===== src/rtl/dpram_arb_pkg.sv =====
// Shared sizing defaults, client-index width and the per-port grant tag record
// for the dual-port RAM arbiter.
package dpram_arb_pkg;

    localparam int NC_DEF = 4;
    localparam int AW_DEF = 6;
    localparam int DW_DEF = 8;
    localparam int CIW    = $clog2(NC_DEF);

    typedef struct packed {
        logic           vld;
        logic [CIW-1:0] idx;
        logic           rd;
    } port_tag_t;

    function automatic logic [CIW-1:0] wrap_inc(input logic [CIW-1:0] i, input int n);
        return CIW'((int'(i) + 1) % n);
    endfunction

endpackage


===== src/rtl/dpram_arbiter_if.sv =====
// Client request/response bus plus the two RAM port drives of the arbiter.
interface dpram_arbiter_if
    import dpram_arb_pkg::*;
#(
    parameter int NC = NC_DEF,
    parameter int AW = AW_DEF,
    parameter int DW = DW_DEF
);

    logic [NC-1:0]    req;
    logic [NC-1:0]    we;
    logic [NC*AW-1:0] addr;
    logic [NC*DW-1:0] wdata;
    logic [NC-1:0]    gnt;
    logic [NC-1:0]    rvalid;
    logic [NC*DW-1:0] rdata;

    logic [DW-1:0]    ram_data_a;
    logic [AW-1:0]    ram_addr_a;
    logic             ram_we_a;
    logic [DW-1:0]    ram_data_b;
    logic [AW-1:0]    ram_addr_b;
    logic             ram_we_b;
    logic [DW-1:0]    ram_q_a;
    logic [DW-1:0]    ram_q_b;

    modport master (
        output req, we, addr, wdata, ram_q_a, ram_q_b,
        input  gnt, rvalid, rdata,
        input  ram_data_a, ram_addr_a, ram_we_a,
        input  ram_data_b, ram_addr_b, ram_we_b
    );

    modport slave (
        input  req, we, addr, wdata, ram_q_a, ram_q_b,
        output gnt, rvalid, rdata,
        output ram_data_a, ram_addr_a, ram_we_a,
        output ram_data_b, ram_addr_b, ram_we_b
    );

endinterface


===== src/rtl/rr_pick.sv =====
// Cyclic find-first: lowest cyclic distance from start among set mask bits.
module rr_pick
    import dpram_arb_pkg::*;
#(
    parameter int N = NC_DEF
)
(
    input  logic [CIW-1:0] start,
    input  logic [N-1:0]   mask,
    output logic           found,
    output logic [CIW-1:0] idx
);

    logic [CIW-1:0] cand;

    // Scan farthest-first so the nearest candidate overwrites the result last.
    always_comb begin
        found = 1'b0;
        idx   = '0;
        cand  = '0;
        for (int k = N - 1; k >= 0; k--) begin
            cand = CIW'((int'(start) + k) % N);
            if (mask[cand]) begin
                found = 1'b1;
                idx   = cand;
            end
        end
    end

endmodule


===== src/rtl/dpram_arbiter.sv =====
// Round-robin arbiter sharing one dual-port RAM among NC clients; port B takes
// the next non-conflicting requester after the port-A winner.
module dpram_arbiter
    import dpram_arb_pkg::*;
#(
    parameter int NC = NC_DEF,
    parameter int AW = AW_DEF,
    parameter int DW = DW_DEF
)
(
    input  logic          clk,
    input  logic          rst,
    dpram_arbiter_if.slave bus
);

    logic [CIW-1:0]   ptr;
    logic [CIW-1:0]   a_idx;
    logic [CIW-1:0]   b_idx;
    logic [CIW-1:0]   b_start;
    logic             a_found;
    logic             b_found;
    logic             grant_a;
    logic             grant_b;
    logic [AW-1:0]    a_addr;
    logic             a_we;
    logic [NC-1:0]    mask_b;
    logic [NC-1:0]    rvalid_c;
    logic [NC*DW-1:0] rdata_c;
    logic [NC*DW-1:0] rdata_q;
    port_tag_t        tag_a_p1;
    port_tag_t        tag_b_p1;

    rr_pick #(.N(NC)) u_pick_a (
        .start (ptr),
        .mask  (bus.req),
        .found (a_found),
        .idx   (a_idx)
    );

    assign a_addr  = bus.addr[int'(a_idx)*AW +: AW];
    assign a_we    = bus.we[a_idx];
    assign b_start = wrap_inc(a_idx, NC);

    // Same address as the A winner with any write involved must wait a cycle.
    always_comb begin
        mask_b = bus.req;
        for (int i = 0; i < NC; i++) begin
            if ((bus.addr[i*AW +: AW] == a_addr) && (bus.we[i] || a_we))
                mask_b[i] = 1'b0;
        end
        mask_b[a_idx] = 1'b0;
    end

    rr_pick #(.N(NC)) u_pick_b (
        .start (b_start),
        .mask  (mask_b),
        .found (b_found),
        .idx   (b_idx)
    );

    assign grant_a = a_found & ~rst;
    assign grant_b = b_found & ~rst;

    always_comb begin
        bus.gnt        = '0;
        bus.ram_addr_a = '0;
        bus.ram_data_a = '0;
        bus.ram_we_a   = 1'b0;
        bus.ram_addr_b = '0;
        bus.ram_data_b = '0;
        bus.ram_we_b   = 1'b0;
        if (grant_a) begin
            bus.gnt[a_idx] = 1'b1;
            bus.ram_addr_a = a_addr;
            bus.ram_data_a = bus.wdata[int'(a_idx)*DW +: DW];
            bus.ram_we_a   = a_we;
        end
        if (grant_b) begin
            bus.gnt[b_idx] = 1'b1;
            bus.ram_addr_b = bus.addr[int'(b_idx)*AW +: AW];
            bus.ram_data_b = bus.wdata[int'(b_idx)*DW +: DW];
            bus.ram_we_b   = bus.we[b_idx];
        end
    end

    // p1: RAM output register is valid now; steer it to the tagged client.
    always_comb begin
        rvalid_c = '0;
        rdata_c  = rdata_q;
        if (tag_a_p1.vld && tag_a_p1.rd) begin
            rvalid_c[tag_a_p1.idx]                  = 1'b1;
            rdata_c[int'(tag_a_p1.idx)*DW +: DW]    = bus.ram_q_a;
        end
        if (tag_b_p1.vld && tag_b_p1.rd) begin
            rvalid_c[tag_b_p1.idx]                  = 1'b1;
            rdata_c[int'(tag_b_p1.idx)*DW +: DW]    = bus.ram_q_b;
        end
    end

    assign bus.rvalid = rvalid_c;
    assign bus.rdata  = rdata_c;

    // p0 -> p1: record grants and advance the round-robin pointer.
    always_ff @(posedge clk or posedge rst) begin
        if (rst) begin
            ptr      <= '0;
            tag_a_p1 <= '0;
            tag_b_p1 <= '0;
            rdata_q  <= '0;
        end else begin
            if (grant_b)
                ptr <= wrap_inc(b_idx, NC);
            else if (grant_a)
                ptr <= wrap_inc(a_idx, NC);
            tag_a_p1 <= '{vld: grant_a, idx: a_idx, rd: ~a_we};
            tag_b_p1 <= '{vld: grant_b, idx: b_idx, rd: ~bus.we[b_idx]};
            rdata_q  <= rdata_c;
        end
    end

endmodule

===== src/flat_wrapper.sv =====
// flat-port wrapper written by rule: the top's interface ports become plain ports
module dpram_arbiter_flat import dpram_arb_pkg::*;
#(
    parameter int NC = NC_DEF,
    parameter int AW = AW_DEF,
    parameter int DW = DW_DEF
)
  (clk, rst, bus_req, bus_we, bus_addr, bus_wdata, bus_ram_q_a, bus_ram_q_b, bus_gnt, bus_rvalid, bus_rdata, bus_ram_data_a, bus_ram_addr_a, bus_ram_we_a, bus_ram_data_b, bus_ram_addr_b, bus_ram_we_b);
  dpram_arbiter_if #(.NC(NC), .AW(AW), .DW(DW)) bus_i ();
  input  logic clk;
  input  logic rst;
  input wire logic [$bits(bus_i.req)-1:0] bus_req;
  input wire logic [$bits(bus_i.we)-1:0] bus_we;
  input wire logic [$bits(bus_i.addr)-1:0] bus_addr;
  input wire logic [$bits(bus_i.wdata)-1:0] bus_wdata;
  input wire logic [$bits(bus_i.ram_q_a)-1:0] bus_ram_q_a;
  input wire logic [$bits(bus_i.ram_q_b)-1:0] bus_ram_q_b;
  output wire logic [$bits(bus_i.gnt)-1:0] bus_gnt;
  output wire logic [$bits(bus_i.rvalid)-1:0] bus_rvalid;
  output wire logic [$bits(bus_i.rdata)-1:0] bus_rdata;
  output wire logic [$bits(bus_i.ram_data_a)-1:0] bus_ram_data_a;
  output wire logic [$bits(bus_i.ram_addr_a)-1:0] bus_ram_addr_a;
  output wire logic [$bits(bus_i.ram_we_a)-1:0] bus_ram_we_a;
  output wire logic [$bits(bus_i.ram_data_b)-1:0] bus_ram_data_b;
  output wire logic [$bits(bus_i.ram_addr_b)-1:0] bus_ram_addr_b;
  output wire logic [$bits(bus_i.ram_we_b)-1:0] bus_ram_we_b;
  assign bus_i.req = bus_req;
  assign bus_i.we = bus_we;
  assign bus_i.addr = bus_addr;
  assign bus_i.wdata = bus_wdata;
  assign bus_i.ram_q_a = bus_ram_q_a;
  assign bus_i.ram_q_b = bus_ram_q_b;
  assign bus_gnt = bus_i.gnt;
  assign bus_rvalid = bus_i.rvalid;
  assign bus_rdata = bus_i.rdata;
  assign bus_ram_data_a = bus_i.ram_data_a;
  assign bus_ram_addr_a = bus_i.ram_addr_a;
  assign bus_ram_we_a = bus_i.ram_we_a;
  assign bus_ram_data_b = bus_i.ram_data_b;
  assign bus_ram_addr_b = bus_i.ram_addr_b;
  assign bus_ram_we_b = bus_i.ram_we_b;
  dpram_arbiter #(.NC(NC), .AW(AW), .DW(DW)) u_core (.clk(clk), .rst(rst), .bus(bus_i));
endmodule

===== config.mk =====
export PLATFORM = sky130hd
export DESIGN_NAME = dpram_arbiter_flat
export DESIGN_NICKNAME = d
export VERILOG_FILES = /design/src/rtl/dpram_arb_pkg.sv /design/src/rtl/dpram_arbiter_if.sv /design/src/rtl/rr_pick.sv /design/src/rtl/dpram_arbiter.sv /design/src/flat_wrapper.sv
export SDC_FILE = /design/constraint.sdc
export NUM_CORES = 1
export LEC_CHECK = 0
export BUFFER_PORTS_ARGS = -buffer_cell sky130_fd_sc_hd__buf_2
export CAP_MARGIN = 10
export CORE_MARGIN = 3
export CORE_UTILIZATION = 42
export DETAILED_ROUTE_END_ITERATION = 10
export PLACE_DENSITY = 0.73
export SLEW_MARGIN = 20
export SYNTH_ARGS = -nofsm -noshare
export SYNTH_HDL_FRONTEND = slang
export SYNTH_SLANG_ARGS = --single-unit

===== constraint.sdc =====
create_clock -name clk -period 4.84 [get_ports clk]
set_clock_uncertainty 0.05 [all_clocks]
set_input_delay 0.242 -clock clk [delete_from_list [all_inputs] [get_ports clk]]
set_output_delay 0.242 -clock clk [all_outputs]
set_load 0.005 [all_outputs]

# --- Yosys cells after proc, flatten, opt, wreduce, memory -nomap -nowiden ---
# Cells that the tools add are included.
op_classes:
  add_sub_neg: 10
  multipliers: 2
  div: 0
  order_cmp: 16
  n_eq_ne: 4
  n_shift: 8
  muxes: 64
  n_bitwise: 9
  n_reduce_logical: 15
op_table:
  columns: ["operator", "count"]
  rows:
  - ["$neg 5->33", 2]
  - ["$shift 8x33->32 const A", 2]
  - ["$shiftx 8x33->32", 2]
  - ["$bwmux 32", 2]
  - ["$mux 32", 2]
  - ["$shiftx 24x32->6", 2]
  - ["$shiftx 32x6->8", 2]
  - ["$lt 2x3->1 const B", 12]
  - ["$mux 1", 28]
  - ["$eq 6x6->1", 4]
  - ["$bmux 1 s2", 10]
  - ["$mux 2", 10]
  - ["$mux 4", 4]
  - ["$mux 8", 2]
  - ["$mux 6", 2]
  - ["$logic_and 1x1->1", 10]
  - ["$add 2x1->2 const B", 4]
  - ["$add 2x2->2 const B", 4]
  - ["$demux 1 s2", 4]
  - ["$ge 2x1->1 const B", 4]
  - ["$mul 2x2->4 const B", 2]
  - ["$or 4x4->4", 2]
  - ["$and 4x4->4", 1]
  - ["$logic_or 1x1->1", 4]
  - ["other kinds (4)", 7]
word_totals:
  regBits: 42
  latchBits: 0
  ramBits: 0
  mem_bits_ro: 0
  in_bits: 82
  output_inout_bits: 70
  word_cells: 136
  mem_count: 0

# --- Longest topological paths before layout ---
# Gate-level depths: netlist of run 1.
depth:
  depth_word: 25
  depth_mapped: 18
  ltp_nobuf: 12

# --- Cells and area by module ---
# From an unflattened synthesis of run 1, not the netlist that was laid out.
hier_totals:
  cells_unflattened: 435
  hier_area_um2: 4062.6
modules_own_cells:
  columns: ["module", "n_inst", "cells_per_inst", "area_each_um2", "seq_area_each_um2"]
  rows:
  - ["dpram_arbiter", 1, 409, 3907.5, 1051.0]
  - ["rr_pick", 2, 13, 77.6, 0.0]

# --- Worst setup path after synthesis of run 1 ---
# Ideal clock, no wire load.
synth_path:
  kind: "reg-to-output"
  startpoint: "register u_core.ptr[0]"
  endpoint: "output port bus_ram_addr_b[0]"
  t_arrival_ns: 3.370
  required_ns: 4.548
  slack_ns: 1.178
  path_stages_with_launch: 18
  path_buffers: 5
  cell_sequence: "dfrtp_1 and3b_1 o21a_1 nor2_4 buf_6 clkbuf_1 clkbuf_1 ha_1 nand2b_1 nand2b_1 a31oi_1 or2_1 nor4_1 nor2_2 nand2b_1 buf_4 buf_8 o22ai_1"
synth_via:
  elab_cells_between_ends: 66
  classes_between: "add/sub (7); mul (2); order compare (2); eq/ne (4); shift (2); mux (37); bitwise (3); reduce/logical (9)"
synth_lines:
  columns: ["item", "line", "rtl"]
  rows:
  - ["start, declared", "dpram_arbiter.sv:16", "logic [CIW-1:0] ptr;"]
  - ["start signal, assigned", "dpram_arbiter.sv:112", "ptr <= wrap_inc(b_idx, NC);"]
  - ["start signal, assigned", "dpram_arbiter.sv:114", "ptr <= wrap_inc(a_idx, NC);"]
  - ["$add 2x2->2", "rr_pick.sv:22", "cand = CIW'((int'(start) + k) % N);"]
  - ["$bmux 1 s2", "rr_pick.sv:23", "if (mask[cand]) begin"]
  - ["$mux 1 (not written as such)", "rr_pick.sv:23", null]
  - ["$mux 2 (3 in series)", "rr_pick.sv:23", null]
  - ["$mux 2 *", "rr_pick.sv:23", null]
  - ["via u_core.a_idx[1]", "dpram_arbiter.sv:17", "logic [CIW-1:0] a_idx;"]
  - ["$mul 2x2->4, or another cell as far along", "dpram_arbiter.sv:40", "assign a_addr = bus.addr[int'(a_idx)*AW +: AW];"]
  - ["$shiftx 24x32->6, or another cell as far along", "dpram_arbiter.sv:40", null]
  - ["[3 not listed]", null, null]
  - ["$and 4x4->4 (no line)", null, null]
  - ["$bmux 1 s2", "rr_pick.sv:23", null]
  - ["$mux 1 (not written as such)", "rr_pick.sv:23", null]
  - ["$mux 1 (3 in series)", "rr_pick.sv:23", null]
  - ["$mux 1 *", "rr_pick.sv:23", null]
  - ["$and 1x1->1 *", "dpram_arbiter.sv:62", "assign grant_b = b_found & ~rst;"]
  - ["via u_core.grant_b", "dpram_arbiter.sv:23", "logic grant_b;"]
  - ["$mux 6 *", "dpram_arbiter.sv:78", "if (grant_b) begin"]
  - ["end, declared", "flat_wrapper.sv:25", "output wire logic [$bits(bus_i.ram_addr_b)-1:0] bus_ram_addr_b;"]
# The timed path passes the listed nets; every way through them passes the cells marked *. The select of a mux whose other input is x is not followed.

# --- Final worst setup path of run 1 ---
layout_path:
  startpoint: "register u_core.ptr[1]"
  endpoint: "output port bus_ram_we_b"
layout_via:
  elab_chain_cells: 22
  elab_cells_between_ends: 66
  classes_between: "add/sub (7); mul (1); order compare (2); eq/ne (4); shift (1); mux (39); bitwise (3); reduce/logical (9)"
layout_lines:
  columns: ["item", "line", "rtl"]
  rows:
  - ["$add 2x2->2", "rr_pick.sv:22", null]
  - ["$bmux 1 s2", "rr_pick.sv:23", null]
  - ["$mux 1 (not written as such)", "rr_pick.sv:23", null]
  - ["$mux 2 (3 in series)", "rr_pick.sv:23", null]
  - ["$mux 2 *", "rr_pick.sv:23", null]
  - ["$mul 2x2->4, or another cell as far along", "dpram_arbiter.sv:40", null]
  - ["$shiftx 24x32->6, or another cell as far along", "dpram_arbiter.sv:40", null]
  - ["$eq 6x6->1, or another cell as far along", "dpram_arbiter.sv:48", "if ((bus.addr[i*AW +: AW] == a_addr) && (bus.we[i] || a_we))"]
  - ["$logic_and 1x1->1 / $demux 1 s2 (equally long branches)", null, null]
  - ["$mux 1 / $not 4->4 (equally long branches)", null, null]
  - ["$and 4x4->4 (no line)", null, null]
  - ["$bmux 1 s2", "rr_pick.sv:23", null]
  - ["$mux 1 (not written as such)", "rr_pick.sv:23", null]
  - ["$mux 2 (4 in series)", "rr_pick.sv:23", null]
  - ["$bmux 1 s2", "dpram_arbiter.sv:82", "bus.ram_we_b = bus.we[b_idx];"]
  - ["$mux 1 (not written as such)", "dpram_arbiter.sv:82", null]
  - ["$mux 1 *", "dpram_arbiter.sv:78", null]
  - ["end, declared", "flat_wrapper.sv:26", "output wire logic [$bits(bus_i.ram_we_b)-1:0] bus_ram_we_b;"]
# Mark *: on every way between the ends. The rest lies on a longest branch, timed or not. The select of a mux whose other input is x is not followed.

==> results of run 1 <==
==> critical path, delay by kind of cell, from the launching register on <==
family	cells	cell delay [ns]
buffers and inverters	3	0.68
AND/OR/NAND/NOR	3	1.00
AO/OA/AOI/OAI	7	1.71
flip-flops	1	0.46
==> per-layer routing <==
layer	vias up	part of all wire [%]	routed length, µm
met5	-	0	0
met4	0	2.0	291
met3	32	9.7	1440
met2	298	48	7030
met1	2280	41	6010
li1	2237	-	-
==> cells by family after synthesis <==
| group | after synthesis |
|---|---|
| flops | 42 |
| mux | 39 |
| buf+inv | 66 |
| compound gates | 162 |
| xor+xnor | 29 |
| simple gates | 191 |
| fa+ha+maj | 17 |
==> state kept, by name, summed over array words and instances, names as in the netlist <==
| register | count |
|---|---|
| u_core.ptr | 2 |
| u_core.tag_b_p1 | 4 |
| u_core.tag_a_p1 | 4 |
| u_core.rdata_q | 32 |
==> synth_stat cells, drive strengths merged (8+ instances only) <==
cell,n
nand2,101
o21ai,44
dfrtp,42
mux2i,37
a22oi,32
clkbuf,31
nor2,21
xor2,19
and3,18
buf,18
ha,17
inv,17
a21oi,16
o22ai,15
nand3,14
a311oi,11
xnor2,10
nor3,8
==> worst paths after layout <==
kind / to / depth (start not counted) / startpoint
max in group asynchronous: u_core.rdata_q[8]$_DFF_PP0_ / 3 / rst
worst min register to register: u_core.rdata_q[3]$_DFF_PP0_ / 2 / u_core.rdata_q[3]$_DFF_PP0_
worst min-delay path: u_core.tag_b_p1[2]$_DFF_PP0_ / 3 / rst
worst max-delay path: bus_ram_we_b / 13 / u_core.ptr[1]$_DFFE_PP0P_
worst max register to register: u_core.tag_b_p1[2]$_DFF_PP0_ / 12 / u_core.ptr[1]$_DFFE_PP0P_
min in group clk: u_core.tag_b_p1[3]$_DFF_PP0_ / 2 / rst
==> power groups by stage <==
stage	Clock (mW)	Sequential (mW)	Combinational, mW
CTS	0.243	0.542	1.78
finish	0.241	0.543	1.80
floorplan	0	0.523	1.28
global placement	0	0.541	1.72
global route	0.259	0.558	1.97
detailed placement	0	0.548	1.77
==> stage by stage <==
step | cells | setup WS, ns | area (µm²) | hold WS [ns]
4_1_cts | 800 | 0.164 | 5110 | 0.0876
6_report | 800 | 0.386 | 5110 | 0.0702
3_5_place_dp | 792 | 0.484 | 5010 | 0.405
3_3_place_gp | 792 | 0.714 | 5010 | 0.403
2_1_floorplan | 546 | 1.18 | 4240 | 0.292
5_1_grt | 800 | 0.0884 | 5110 | 0.144
==> area by class of cell <==
type                       count  area, µm²
timing repair buffer         162        842
clock inverter                 2       12.5
multi-input combinational    438       2890
sequential                    42       1050
inverter                      17       63.8
tap                          133        166
clock buffer                   6       82.6
fill                         954       4660
==> flow_summary_export.csv, run 1 <==
group,metric,value,unit
floorplan,fp.dieW,106,µm
routing,final_antenna_net_count,0,
yosys,yosysWarnings,0,
placed_design,io_buffer_count,151,
yosys,syn-mean-instance-area,7.76,µm²
critical_path,slowest_delay,0.46,ns
critical_path,end_kind,"primary output",
floorplan,design.portCount,152,
placed_design,place_hpwl,10900,µm
global_route,grt_use_met3,5.04,%
cells_and_area,drive_above_1_share,28.0,%
critical_path,worstSetupPathType,"register to primary output",
global_route,first_global_vias,4616,
routing,routed_wire_length_per_instance,18.5,µm
cts,htreeDepth,2,
routing,first_iter_violations,491,
global_route,initial_antenna_violation_count,0,
cts,root_buffer,"clkbuf_8",
global_route,grt_pass1_wl,23300,µm
yosys,synth_top_area_cell,"dfrtp_1",
cts,clock_pin_transition_on_the_worst_setup_and_hold_timing_paths,0.08,ns
cts,post-cts-setup-buffer-count,0,
critical_path,setup.worst_path.start_class,"register",
cts,tritoncts,"built",
routing,drc_errors,0,
critical_path,worstPathRequired,4.55,ns
floorplan,floorplan.die.height,106,µm
yosys,synth_edf_count,0,
yosys,yosys.area.top_type_share,24.8,%
cts,postCtsResizedCells,0,
critical_path,crit_slowest_cell,"dfrtp_1",
yosys,yosysUniqueCellTypes,68,
sta,timing_worst_slew_pin_value,0.658,ns
pwr,worst_ir_drop_vdd,0.299,mV
yosys,yosysSeqAreaShare,24.8,%
sta,setup_repair_after_global_routing_missed_its_margin,"no",
pwr,power.internal,1.32,mW
pwr,power.density,505,mW/mm²
yosys,dominantRegCellSynth,"dfrtp_1",
sta,timing.final.setup_violations,0,
routing,wl,14800,µm
placed_design,place.gp.congestion,0.891,
floorplan,core_region_area,0.00977,mm²
pwr,sequentialPowerShare,21.0,%
yosys,ys_ff_latch,42,
sta,timing.final.max_slew_violations,0,
pwr,total_switching_power,1.26,mW
sta,max_slew_margin,55.0,%
critical_path,critical_path.max_fanout,25,
pwr,power.share.switching,48.7,%
sta,max_freq,0.224,GHz
cells_and_area,layout.cells.most_common,"buf_2",
routing,route.detailed.vias_per_inst,6.06,
cells_and_area,fin_util,52.3,%
yosys,post_synth_fa_ha_maj_area_fraction,5.02,%
sta,timing.final.hold_violations,0,
routing,num_vias,4847,
routing,drt-pass1-iter-count,7,
sta,period_minus_slack,4.45,ns
cts,tritoncts_num_sinks,42,
yosys,combined_area_of_all_synthesized_cells,0.00424,mm²
yosys,synth-async-reset-ratio,100,%
global_route,grt.met2_usage,41.9,%
yosys,post_synth_main_area_contributors,"dfrtp_1 25%, nand2_1 8.9%, mux2i_1 8.7%, a22oi_1 5.7%, ha_1 5.0%",
flow_run,cap_violations,0,
min_path,min_path_type,"input port to async pin",
global_route,globalRoute.totalOverflow,0,
global_route,globalRouteTotalUtil,25.2,%
yosys,netlist_instances,546,
cts,deepest_clock_path_buffer_count,2,
cts,insertion_delay,0.29,ns
cells_and_area,most_used_cells_in_the_layout_excluding_fill_and_tap_cells,"151 x buf_2, 100 x nand2_1, 42 x o21ai_0, 42 x dfrtp_1, 37 x mux2i_1",
sta,final.setup.tns,0,ns
global_route,largest_net_degree_at_the_start_of_global_routing,44,
yosys,post_synthesis_mux_area_share,9.27,%
cells_and_area,layout_area_growth_over_synthesis,20.6,%
yosys,yosys.area_share.xor_xnor,5.99,%
cells_and_area,final_net_count,765,
run_status,status,"complete, no violations",
floorplan,die_area,0.0113,mm²
yosys,synth-compound-area-share,26.4,%
cts,cts_made_buffers,5,
yosys,synth_simple_gate_area_share,21.5,%
floorplan,initial_utilization,43.4,%
critical_path,crit_path_cell_trace,"and3b_1 > o21a_1 > nor2_4 > inv_2 > buf_4 > o31ai_1 > a211oi_2 > a21oi_2 > a221oi_1 > o22a_1 > nand2b_2 > o22ai_1 > buf_2",
yosys,synth_top_family_by_area,"compound AO/OA/AOI/OAI gates",
global_route,grt.met1_usage,32.9,%
cells_and_area,diodes,0,
pwr,finalPower,2.58,mW
sta,fraction_of_the_cycle_the_final_worst_path_needs,92.0,%
pwr,p_comb_share,69.6,%
global_route,most_used_routing_layer,"met2",
yosys,syn-num-nets,645,
cts,cts_hold_buf,0,
pwr,portion_of_total_power_attributed_to_the_clock_network,9.4,%
critical_path,worstPathArrival,4.16,ns
floorplan,fp-row-count,36,
critical_path,worst-r2r-setup-slack,1.15,ns
pwr,cellLeakagePower,2.57,nW
Power figures use the tool's default switching activity.
==> run 2: changes to the inputs <==
Settings changed: MAX_ROUTING_LAYER set to met4.
==> run 2 against run 1 <==
Net effect: sequential share of layout area is 0.065 points lower; setup slack got worse by 0.15 ns; first-iteration DRC count shrank 14%; core utilization is 0.17 points higher; maximum frequency down 3.3%; power rose by 1.1%; clock power is 15% higher; global-route usage grew 0.42 points; cell count up 0.13%; non-clock buffer count up 1; wire length fell by 0.75%; combinational power barely moved; critical path type unchanged.
==> flow_summary_export.csv, run 2 (synthesized netlist as in run 1, its figures left out) <==
group,metric,value,unit
run_status,status,"complete, no violations",
floorplan,fp.dieW,106,µm
floorplan,core_region_area,0.00977,mm²
placed_design,pre_cts_slack,0.651,ns
cts,htreeDepth,2,
global_route,most_used_routing_layer,"met2",
cts,insertion_delay,0.29,ns
global_route,largest_net_degree_at_the_start_of_global_routing,44,
cts,post-cts-setup-buffer-count,0,
cells_and_area,most_used_cells_in_the_layout_excluding_fill_and_tap_cells,"151 x buf_2, 100 x nand2_1, 42 x o21ai_0, 42 x dfrtp_1, 37 x mux2i_1",
routing,drt-pass1-iter-count,5,
critical_path,setup.worst_path.start_class,"register",
routing,drc_errors,0,
critical_path,worstPathArrival,4.31,ns
critical_path,end_kind,"primary output",
critical_path,worstPathRequired,4.55,ns
cts,postCtsResizedCells,0,
placed_design,placedCellCount,793,
flow_run,cap_violations,0,
placed_design,place_hpwl,11000,µm
global_route,initial_antenna_violation_count,0,
cells_and_area,biggestRegsByFlops,"u_core.rdata_q: 32 flops, u_core.tag_a_p1: 4 flops, u_core.tag_b_p1: 4 flops",
floorplan,die_area,0.0113,mm²
pwr,finalPower,2.61,mW
cts,cts_made_buffers,5,
global_route,first_global_vias,4668,
sta,max_slew_margin,44.8,%
cells_and_area,largest_register_ff_count,32,
cells_and_area,layout.cells.most_common,"buf_2",
floorplan,floorplan.die.height,106,µm
cts,root_buffer,"clkbuf_8",
cells_and_area,fin_util,52.5,%
sta,period_minus_slack,4.60,ns
cells_and_area,top_register,"u_core.rdata_q",
placed_design,io_buffer_count,151,
pwr,total_switching_power,1.25,mW
sta,timing.final.hold_violations,0,
floorplan,fp-row-count,36,
cells_and_area,finalNonFillerCells,801,
routing,wl,14700,µm
min_path,min_path_type,"input port to async pin",
sta,max_freq,0.217,GHz
routing,route.detailed.vias_per_inst,6.03,
cts,clock_pin_transition_on_the_worst_setup_and_hold_timing_paths,0.08,ns
cts,cts_hold_buf,0,
sta,final.setup.tns,0,ns
sta,timing.final.setup_violations,0,
sta,timing.final.max_slew_violations,0,
pwr,power.share.switching,47.7,%
pwr,power.internal,1.36,mW
routing,final_antenna_net_count,0,
cells_and_area,diodes,0,
floorplan,initial_utilization,43.4,%
cells_and_area,layout_area_growth_over_synthesis,21.0,%
critical_path,critical_path.max_fanout,27,
cells_and_area,filler_cell_count,932,
critical_path,worstSetupPathType,"register to primary output",
sta,timing_worst_slew_pin_value,0.817,ns
global_route,grt_pass1_wl,23200,µm
cells_and_area,drive_above_1_share,27.8,%
cts,deepest_clock_path_buffer_count,2,
routing,num_vias,4832,
global_route,globalRouteTotalUtil,25.7,%
global_route,grt.met2_usage,42.3,%
pwr,power.density,509,mW/mm²
placed_design,place.gp.congestion,0.935,
sta,setup_repair_after_global_routing_missed_its_margin,"no",
routing,routed_wire_length_per_instance,18.3,µm
pwr,portion_of_total_power_attributed_to_the_clock_network,10.6,%
global_route,grt.met1_usage,32.4,%
floorplan,design.portCount,152,
pwr,p_comb_share,68.5,%
sta,setup_ws,0.235,ns
pwr,sequentialPowerShare,20.8,%
sta,fraction_of_the_cycle_the_final_worst_path_needs,95.1,%
routing,first_iter_violations,420,
global_route,globalRoute.totalOverflow,0,
cts,tritoncts,"built",
pwr,worst_ir_drop_vdd,0.256,mV
global_route,grt_use_met3,3.76,%
cells_and_area,final_net_count,766,
pwr,cellLeakagePower,2.58,nW
cts,tritoncts_num_sinks,42,
run 2: power by group through the flow:
stage	logic [mW]	clock network, mW	registers [mW]
after global placement	1.72	0	0.541
after global routing	1.95	0.296	0.558
final	1.79	0.277	0.544
after detailed placement	1.76	0	0.549
after floorplan	1.28	0	0.523
after CTS	1.78	0.280	0.543
run 2: worst max-delay path, stage by stage (launching register included):
cell and delay [ns]:
dfrtp_1 0.45, and3b_1 0.20, o21a_1 0.19, nor2_4 0.35
mux2i_1 0.41, a222oi_1 0.18, a21o_1 0.23, a311oi_1 0.47
o21ai_0 0.23, nand3_2 0.26, buf_4 0.43, inv_1 0.13
o21ai_0 0.28, buf_2 0.17
run 2: layout make-up:
| class | count | area (µm²) | share of cell area, % |
|---|---|---|---|
| clock inverters | 2 | 37.5 | 0.732 |
| flip-flops and latches | 42 | 1050 | 20.5 |
| repair buffers | 163 | 846 | 16.5 |
| inverters | 17 | 63.8 | 1.24 |
| clock buffers | 6 | 72.6 | 1.41 |
| multi-input cells | 438 | 2890 | 56.4 |
| well taps | 133 | 166 | 3.24 |
run 2: worst paths after layout:
| check | cells past startpoint | startpoint | to | slack (ns) |
|---|---|---|---|---|
| setup / recovery | 13 | u_core.ptr[0]$_DFFE_PP0P_ | bus_gnt[0] | 0.24 |
| hold / removal | 3 | rst | u_core.rdata_q[14]$_DFF_PP0_ | 0.06 |
| setup reg to reg | 11 | u_core.ptr[0]$_DFFE_PP0P_ | u_core.tag_b_p1[2]$_DFF_PP0_ | 1.09 |
| hold reg to reg | 2 | u_core.rdata_q[9]$_DFF_PP0_ | u_core.rdata_q[9]$_DFF_PP0_ | 0.58 |
| max in group asynchronous | 3 | rst | u_core.tag_a_p1[1]$_DFF_PP0_ | 4.31 |
| min in group clk | 2 | rst | u_core.tag_b_p1[3]$_DFF_PP0_ | 0.15 |
run 2: layer usage:
metal / routed length, µm / share of wire (%)
met2: 7030 / 48
met4: 368 / 2.5
met5: 0 / 0
met3: 1240 / 8.5
met1: 6020 / 41
run 2: per-stage QoR:
| stage | area (µm²) | hold slack (ns) |
|---|---|---|
| 2_1_floorplan | 4240 | 0.292 |
| 3_3_place_gp | 5020 | 0.396 |
| 3_5_place_dp | 5020 | 0.406 |
| 4_1_cts | 5130 | 0.0842 |
| 5_1_grt | 5130 | 0.112 |
| 6_report | 5130 | 0.0617 |
